===== src/rtl/bw_frame_streamer.sv =====
// -----------------------------------------------------------------------------
// bw_frame_streamer
// Reads a finished grayscale frame out of the BW SRAM in raster order and emits
// it as a valid/ready pixel stream, replicating each 8-bit gray sample into
// {R,G,B}. A 2-entry skid FIFO absorbs the SRAM's one-cycle read latency and
// downstream back-pressure.
//
// Ports:
//   clk, rst            single rising-edge clock, synchronous active-high reset
//   start               one-cycle pulse; begins a readout when idle
//   max_x, max_y        last column / row index (inclusive), sampled on start
//   x_addr_bw,y_addr_bw BW SRAM address (zero while no read is issued)
//   ren_bw              BW SRAM read enable
//   rdat_bw             BW SRAM read data, valid the cycle after ren_bw
//   out_valid/out_ready output handshake
//   out_pixel           {gray, gray, gray}
//   out_eol, out_eof    last pixel of row / of frame
//   busy                high from accepted start until done falls
//   done                one-cycle pulse when the eof pixel has been taken
// -----------------------------------------------------------------------------
module bw_frame_streamer #(
   parameter int X_MAX       = 200,
   parameter int Y_MAX       = 200,
   parameter int PIXEL_DEPTH = 24
) (
   input  logic                     clk,
   input  logic                     rst,
   input  logic                     start,
   input  logic [$clog2(X_MAX)-1:0] max_x,
   input  logic [$clog2(Y_MAX)-1:0] max_y,
   output logic [$clog2(X_MAX):0]   x_addr_bw,
   output logic [$clog2(Y_MAX):0]   y_addr_bw,
   output logic                     ren_bw,
   input  logic [7:0]               rdat_bw,
   output logic                     out_valid,
   input  logic                     out_ready,
   output logic [PIXEL_DEPTH-1:0]   out_pixel,
   output logic                     out_eol,
   output logic                     out_eof,
   output logic                     busy,
   output logic                     done
);

   localparam int XW = $clog2(X_MAX);
   localparam int YW = $clog2(Y_MAX);

   typedef enum logic [1:0] {S_IDLE, S_READ, S_DRAIN, S_DONE} state_t;

   state_t          r_state;
   logic [XW-1:0]   r_max_x, r_rd_x;
   logic [YW-1:0]   r_max_y, r_rd_y;
   logic            r_busy, r_done;

   // Read in flight: SRAM data lands next cycle, flags travel alongside it.
   logic            r_inflight, r_infl_eol, r_infl_eof;

   // 2-entry skid FIFO.
   logic [7:0]      r_fifo_data [2];
   logic [1:0]      r_fifo_eol, r_fifo_eof;
   logic            r_wptr, r_rptr;
   logic [1:0]      r_count;

   logic            w_pop, w_issue, w_rd_eol, w_rd_eof;

   assign out_valid = (r_count != 2'd0);
   assign w_pop     = out_valid & out_ready;
   assign w_rd_eol  = (r_rd_x == r_max_x);
   assign w_rd_eof  = w_rd_eol && (r_rd_y == r_max_y);

   // Issue only if the read still has a slot when it lands: occupancy plus the
   // read already in flight, minus whatever leaves this cycle, must be below 2.
   assign w_issue = (r_state == S_READ) &&
                    (({1'b0, r_count} + {2'b00, r_inflight}) < (3'd2 + {2'b00, w_pop}));

   // NOTE: always_comb gives every output a default first so no path leaves a
   // value unassigned, which would otherwise infer a latch.
   always_comb begin
      ren_bw    = 1'b0;
      x_addr_bw = '0;
      y_addr_bw = '0;
      if (w_issue) begin
         ren_bw    = 1'b1;
         x_addr_bw = {1'b0, r_rd_x};
         y_addr_bw = {1'b0, r_rd_y};
      end
   end

   // Outputs are forced to zero while the FIFO is empty so stale storage never
   // shows up on the bus and reset values hold without resetting the storage.
   always_comb begin
      out_pixel = '0;
      out_eol   = 1'b0;
      out_eof   = 1'b0;
      if (out_valid) begin
         out_pixel = {3{r_fifo_data[r_rptr]}};
         out_eol   = r_fifo_eol[r_rptr];
         out_eof   = r_fifo_eof[r_rptr];
      end
   end

   assign busy = r_busy;
   assign done = r_done;

   // NOTE: sequential state uses non-blocking assignments so every register
   // samples the pre-edge values of the others, independent of block order.
   always_ff @(posedge clk) begin
      if (rst) begin
         r_inflight <= 1'b0;
         r_infl_eol <= 1'b0;
         r_infl_eof <= 1'b0;
         r_wptr     <= 1'b0;
         r_rptr     <= 1'b0;
         r_count    <= 2'd0;
      end else begin
         r_inflight <= w_issue;
         r_infl_eol <= w_rd_eol;
         r_infl_eof <= w_rd_eof;
         if (r_inflight) r_wptr <= ~r_wptr;
         if (w_pop)      r_rptr <= ~r_rptr;
         r_count <= r_count + {1'b0, r_inflight} - {1'b0, w_pop};
      end
   end

   // NOTE: the FIFO storage has no reset; occupancy and pointers are reset and
   // the outputs are masked while empty, so stored contents never matter then.
   always_ff @(posedge clk) begin
      if (r_inflight && !rst) begin
         r_fifo_data[r_wptr] <= rdat_bw;
         r_fifo_eol[r_wptr]  <= r_infl_eol;
         r_fifo_eof[r_wptr]  <= r_infl_eof;
      end
   end

   always_ff @(posedge clk) begin
      if (rst) begin
         r_state <= S_IDLE;
         r_busy  <= 1'b0;
         r_done  <= 1'b0;
         r_max_x <= '0;
         r_max_y <= '0;
         r_rd_x  <= '0;
         r_rd_y  <= '0;
      end else begin
         r_done <= 1'b0;
         case (r_state)
            S_IDLE: begin
               if (start) begin
                  r_max_x <= max_x;
                  r_max_y <= max_y;
                  r_rd_x  <= '0;
                  r_rd_y  <= '0;
                  r_busy  <= 1'b1;
                  r_state <= S_READ;
               end
            end
            S_READ: begin
               if (w_issue) begin
                  if (w_rd_eol) begin
                     r_rd_x <= '0;
                     r_rd_y <= r_rd_y + 1'b1;
                  end else begin
                     r_rd_x <= r_rd_x + 1'b1;
                  end
                  if (w_rd_eof) r_state <= S_DRAIN;
               end
            end
            S_DRAIN: begin
               if (w_pop && out_eof) begin
                  r_done  <= 1'b1;
                  r_state <= S_DONE;
               end
            end
            S_DONE: begin
               r_busy  <= 1'b0;
               r_state <= S_IDLE;
            end
            default: r_state <= S_IDLE;
         endcase
      end
   end

   // A capture into a full FIFO that is not draining this cycle would drop data.
   always_ff @(posedge clk) begin
      if (!rst) begin
         assert (!(r_inflight && (r_count == 2'd2) && !w_pop));
      end
   end

endmodule


===== config.mk =====
export PLATFORM = sky130hd
export DESIGN_NAME = bw_frame_streamer
export DESIGN_NICKNAME = d
export VERILOG_FILES = /design/src/rtl/bw_frame_streamer.sv
export SDC_FILE = /design/constraint.sdc
export NUM_CORES = 1
export LEC_CHECK = 0
export CAP_MARGIN = 15
export CELL_PAD_IN_SITES_DETAIL_PLACEMENT = 1
export CELL_PAD_IN_SITES_GLOBAL_PLACEMENT = 1
export CORE_UTILIZATION = 30
export CTS_BUF_LIST = sky130_fd_sc_hd__clkbuf_8
export DETAILED_ROUTE_END_ITERATION = 8
export GPL_TIMING_DRIVEN = 0
export HOLD_SLACK_MARGIN = 0.1
export PLACE_DENSITY = 0.74
export SLEW_MARGIN = 20
export SYNTH_ARGS = -nofsm -noshare
export SYNTH_HDL_FRONTEND = slang
export SYNTH_SLANG_ARGS = --single-unit
export TNS_END_PERCENT = 50

===== constraint.sdc =====
create_clock -name clk -period 5.85 [get_ports clk]
set_input_delay 1.4625 -clock clk [delete_from_list [all_inputs] [get_ports clk]]
set_output_delay 1.4625 -clock clk [all_outputs]
set_load 0.005 [all_outputs]

==> out/qor.csv, run 1 <==
metric,value,unit
required,4.39,ns
combPwrFrac,45.8,%
dr.pass1.iters,4,
h-tree-depth,3,
power.density,423,nW/um^2
fin_hold_ws,0.429,ns
hold_path_class,reg -> reg,
synthFlopType,dfxtp_1,
synthToLayoutAreaGrowth,35.0,%
post-route-period-util,87.7,%
rrSetupSlack,3.81,ns
yosys-top-cells-count,"dfxtp_1 (44), nand2_1 (44), nor2_1 (27), a21oi_1 (26)",
cts_tree,built,
drive_above_1_share,11.8,%
setup_viol,0,
slowest_delay,0.50,ns
io_buffers,72,
gp_congestion,0.812,
rsz0062_at_grt,false,
synth.avg_cell_area,9.46,sq um
initial_utilization,31.1,%
core,10400,sq um
ant_nets,0,
synth_warnings,0,
tns,0,ns
cts_root_buffer,clkbuf_8,
num-fill-cells,1224,
grt_pass1_vias,2929,
drt-total-wl,8.81,mm
synthesis.area,3240,sq um
synth_cell_type_count,50,
start_kind,input port,
hold_end,r_fifo_eol[0],
ctsHoldBuffers,0,
grt_pass1_wl,14.6,mm
num_io_pins,76,
worstHoldPathCells,0,
endpoint_kind,primary output,
cts.sinks,64,
seq_power_share,30.9,%
synth_top_area_share,27.2,%
skew,0.00797,ns
path_max_fanout,10,
dieArea,11200,sq um
num_vias,2748,
path_common_cell,clkdlybuf4s50_1,
cap_viol_max_count,0,
drc,0,
grt_max_degree,14,
r2r-start,r_state[0],
die_w,106,um
worst-setup-path-type,in -> out,
syn_inst,343,
tightest_slew,0.628,ns
drt_iter0_drc,85,
num_antenna_cells,0,
crit_slowest_cell,clkdlybuf4s50_1,
worstHoldStart,r_infl_eol,
final-hold-violation-count,0,
cts_resized,0,
gr-total-overflow,0,
r2r-end,r_rd_y[2],
drv_slew,0,
antenna_found_initial,0,
ys_seq_elements,64,
fin_nets,466,
synth-edff-count,20,
peakVddDrop,0.142,mV
path_cells,"clkdlybuf4s50_1, o21ai_2, o21ai_4, and2b_1, clkbuf_1, and3_1, clkdlybuf4s50_1",
yosysTopAreaCell,dfxtp_1,
cts.clk_slew.worst_paths,0.08,ns
yosysSeqAreaShare,45.7,%
finish.utilization,42.0,%
clkPwrFrac,23.3,%
clock_latency,0.34,ns
reg2reg_depth,7,
swShare,37.2,%
cts_buffers,9,
grtUsageTotal,16.7,%
wl_per_cell,15.5,um
std_cell_rows,37,
clockBufferDepth,2,
relSlewSlack,58.1,%
p_sw,0.690,mW
die_y,106,um
yosys-top-cells-area,"dfxtp_1 (27%), edfxtp_1 (19%), nand2_1 (5.1%)",
synthArstFlopShare,0,%
via_per_inst,4.83,
outcome,completed,
post-cts-setup-buffers,0,
arrival,3.67,ns
dp_hpwl,6.62,mm
fmax,0.195,GHz
leakagePower,1.69,nW
finalCriticalPeriod,5.13,ns
power.internal,1.16,mW
-- layout by cell type, fill, tap and decap left out, drive strengths merged, types with 10 or more instances in the layout --
| cell type | n |
|---|---|
| xnor2 | 10 |
| and3 | 18 |
| buf | 23 |
| nor2 | 29 |
| a21oi | 28 |
| inv | 10 |
| xor2 | 10 |
| edfxtp | 20 |
| dfxtp | 44 |
| mux2i | 13 |
| clkdlybuf4s50 | 72 |
| nand2 | 44 |
| ha | 10 |
| clkbuf | 22 |
-- kinds of logic after synthesis --
| family | Yosys count | share of synthesized area (%) |
|---|---|---|
| buffers and inverters | 43 | 7.56 |
| multiplexers | 13 | 4.01 |
| XOR/XNOR | 20 | 5.63 |
| AND/OR/NAND/NOR | 132 | 20.6 |
| adder cells (fa/ha/maj) | 10 | 3.86 |
| flip-flops | 64 | 45.7 |
| AO/OA/AOI/OAI | 60 | 12.5 |
| other | 1 | 0.116 |
-- worst max-delay path by stage --
stage                     startpoint            to  slack [ns]  depth (start not counted)
final                      out_ready  y_addr_bw[5]        0.72                          7
after CTS                  out_ready  y_addr_bw[4]        0.70                          7
after global routing       out_ready  y_addr_bw[3]        0.55                          7
after detailed placement   out_ready  y_addr_bw[4]        0.72                          7
after floorplan            out_ready  x_addr_bw[4]        2.06                          5
after global placement     out_ready  y_addr_bw[4]        0.74                          7
-- final cells by class --
class	instances	area, sq um	area share [%]
Buffer	35	215	4.92
Clock buffer	9	124	2.83
Clock inverter	7	104	2.37
Inverter	8	30.0	0.686
Multi-Input combinational cell	237	1530	34.8
Sequential cell	64	1480	33.8
Tap cell	136	170	3.89
Timing Repair Buffer	73	728	16.6
-- metal layers --
metal  part of all wire (%)  GRT usage [%]
met2                     51           30.1
met4                    1.1           4.76
met3                    3.8           3.49
met5                      0              0
met1                     44           19.8
-- stage by stage --
stage | cell area (sq um) | power, mW | std cells | worst slack (ns)
after floorplan | 3250 | 1.09 | 344 | 2.06
after global placement | 4140 | 1.40 | 552 | 0.735
after detailed placement | 4150 | 1.44 | 553 | 0.719
after CTS | 4380 | 1.88 | 569 | 0.697
after global routing | 4380 | 1.98 | 569 | 0.553
final | 4380 | 1.85 | 569 | 0.717
-- flip-flops by register name (all words and copies together) (netlist names), 2 cells and up, named ones only --
register	flops
r_state	2
r_fifo_data	16
r_fifo_eof	2
r_max_x	8
r_count	2
r_max_y	8
r_rd_y	8
r_fifo_eol	2
r_rd_x	8
-- worst max-delay path: cells and delay by family --
family	cells	cell delay (ns)
buf+inv	3	1.31
simple gates	2	0.55
compound gates	2	0.33
-- power groups by stage --
stage / logic, mW / registers (mW) / clock network, mW
final: 0.848 / 0.572 / 0.433
after global routing: 0.935 / 0.582 / 0.465
after CTS: 0.860 / 0.573 / 0.446
after detailed placement: 0.856 / 0.583 / 0
after global placement: 0.826 / 0.578 / 0
after floorplan: 0.526 / 0.568 / 0
(Power assumes the default switching activity.)
==> inputs of run 2 (changes only) <==
--- a/config.mk
+++ b/config.mk
@@ -13,7 +13,7 @@
 export DETAILED_ROUTE_END_ITERATION = 8
 export GPL_TIMING_DRIVEN = 0
 export HOLD_SLACK_MARGIN = 0.1
-export PLACE_DENSITY = 0.74
+export PLACE_DENSITY = 0.62
 export SLEW_MARGIN = 20
 export SYNTH_ARGS = -nofsm -noshare
 export SYNTH_HDL_FRONTEND = slang
==> run 2 against run 1 <==
Critical path depth unchanged; first-iteration DRC count decreased by 29%; sequential share of layout area increased by 0.29 points; non-clock buffer count unchanged; routed wire length increased by 1.8%; clock power decreased by 15%; register-to-register slack got worse by 0.03 ns; via count increased by 1.2%; cell area decreased by 0.86%; largest cell class unchanged; setup slack got worse by 0.041 ns; global-route usage increased by 0.33 points; total power decreased by 3.2%.
==> out/qor.csv, run 2 (same netlist as run 1, synthesis figures left out) <==
metric,value,unit
relSlewSlack,55.9,%
power.internal,1.12,mW
via_per_inst,4.89,
layout_common_cells,"clkdlybuf4s50_1 (72), nand2_1 (44), dfxtp_1 (44), nor2_1 (27), a21oi_1 (26)",
place_area,4150,sq um
largest_register_ff_count,16,
totalPowerFinal,1.79,mW
dieArea,11200,sq um
layout_commonest_cell,clkdlybuf4s50_1,
top_register,r_fifo_data,
dp_hpwl,6.72,mm
cts.sinks,64,
grt_max_degree,12,
antenna_found_initial,0,
crit_slowest_cell,clkdlybuf4s50_1,
setup_ws,0.676,ns
fin_nets,466,
core,10400,sq um
h-tree-depth,3,
place_ws,0.681,ns
drt_iter0_drc,60,
initial_utilization,31.1,%
swShare,37.5,%
fmax,0.193,GHz
clock_latency,0.34,ns
hold_path_class,reg -> reg,
gp_congestion,0.779,
rsz0062_at_grt,false,
tightest_slew,0.661,ns
leakagePower,1.68,nW
skew,0.00596,ns
worst-setup-path-type,in -> out,
drt-total-wl,8.97,mm
ctsHoldBuffers,0,
highest_layer,met4,
drive_above_1_share,10.9,%
worstHoldStart,r_infl_eof,
outcome,completed,
drv_slew,0,
clockBufferDepth,2,
io_buffers,72,
tns,0,ns
final-hold-violation-count,0,
post-cts-setup-buffers,0,
arrival,3.71,ns
cts.clk_slew.worst_paths,0.07,ns
synthToLayoutAreaGrowth,33.8,%
cts_root_buffer,clkbuf_8,
cts_resized,0,
grtUsageTotal,17.0,%
cts_tree,built,
slowest_delay,0.50,ns
required,4.39,ns
std_cell_rows,37,
num_io_pins,76,
final_area,4340,sq um
combPwrFrac,47.6,%
post-route-period-util,88.4,%
drc,0,
dr_wl_met2,4.39,mm
clkPwrFrac,20.5,%
fin_hold_ws,0.437,ns
grt_pass1_vias,2838,
cts_buffers,9,
power.density,413,nW/um^2
peakVddDrop,0.173,mV
path_cells,"clkdlybuf4s50_1, o21ai_2, o21ai_4, and2b_1, clkbuf_1, and3_1, clkdlybuf4s50_1",
setup_viol,0,
die_y,106,um
start_kind,input port,
cap_viol_max_count,0,
ant_nets,0,
path_common_cell,clkdlybuf4s50_1,
wl_per_cell,15.8,um
p_sw,0.672,mW
routedLengthMet1,4.09,mm
gr-total-overflow,0,
die_w,106,um
r2r-start,r_state[0],
seq_power_share,31.9,%
num_vias,2780,
endpoint_kind,primary output,
num_antenna_cells,0,
num-fill-cells,1231,
dr.pass1.iters,4,
grt_pass1_wl,14.6,mm
crit_start,out_ready,
met3_wirelength,354,um
finalCriticalPeriod,5.17,ns
path_max_fanout,10,
-- run 2: cell types whose count changed in the layout (fill, tap and decap cells not counted) --
cell,delta
clkbuf_8,+1
inv_1,+2
clkinv_1,+2
clkinv_4,-3
inv_6,-2
bufinv_16,-1
clkinvlp_4,+1
-- run 2: path summary, 6_finish.rpt --
kind                            slack [ns]             to  depth (start not counted)
worst max-delay path                  0.68   y_addr_bw[6]                          7
worst min-delay path                  0.44  r_fifo_eof[1]                          0
worst min register to register        0.44  r_fifo_eof[1]                          0
worst max register to register        3.78      r_rd_x[6]                          7
-- run 2: area by class of cell --
class | instances | area [sq um] | share of cell area, %
multi-input cells | 237 | 1530 | 35.1
flip-flops and latches | 64 | 1480 | 34.1
repair buffers | 73 | 728 | 16.8
plain buffers | 35 | 215 | 4.96
well taps | 136 | 170 | 3.92
clock buffers | 10 | 138 | 3.17
clock inverters | 6 | 52.6 | 1.21
inverters | 8 | 30.0 | 0.692
-- run 2: critical path, delay by kind of cell --
family,cells,cell delay (ns)
buf+inv,3,1.31
simple gates,2,0.57
compound gates,2,0.37
-- run 2: metal layers --
metal  up-vias  global-route usage (%)
met5         -                       0
met4         0                    5.26
met3        13                    3.92
met2        70                    29.0
met1      1336                    21.2
li1       1361                       -
-- run 2: power groups by stage --
stage	clock (mW)	combinational, mW	sequential [mW]
floorplan	0	0.526	0.568
global placement	0	0.840	0.580
detailed placement	0	0.862	0.583
CTS	0.380	0.866	0.574
global route	0.400	0.941	0.583
finish	0.367	0.854	0.573
-- run 2: through the flow --
| stage | util, % | std cells |
|---|---|---|
| 2_1_floorplan | - | 344 |
| 3_3_place_gp | 39.7 | 552 |
| 3_5_place_dp | 39.8 | 553 |
| 4_1_cts | 41.7 | 569 |
| 5_1_grt | 41.7 | 569 |
| 6_report | 41.7 | 569 |
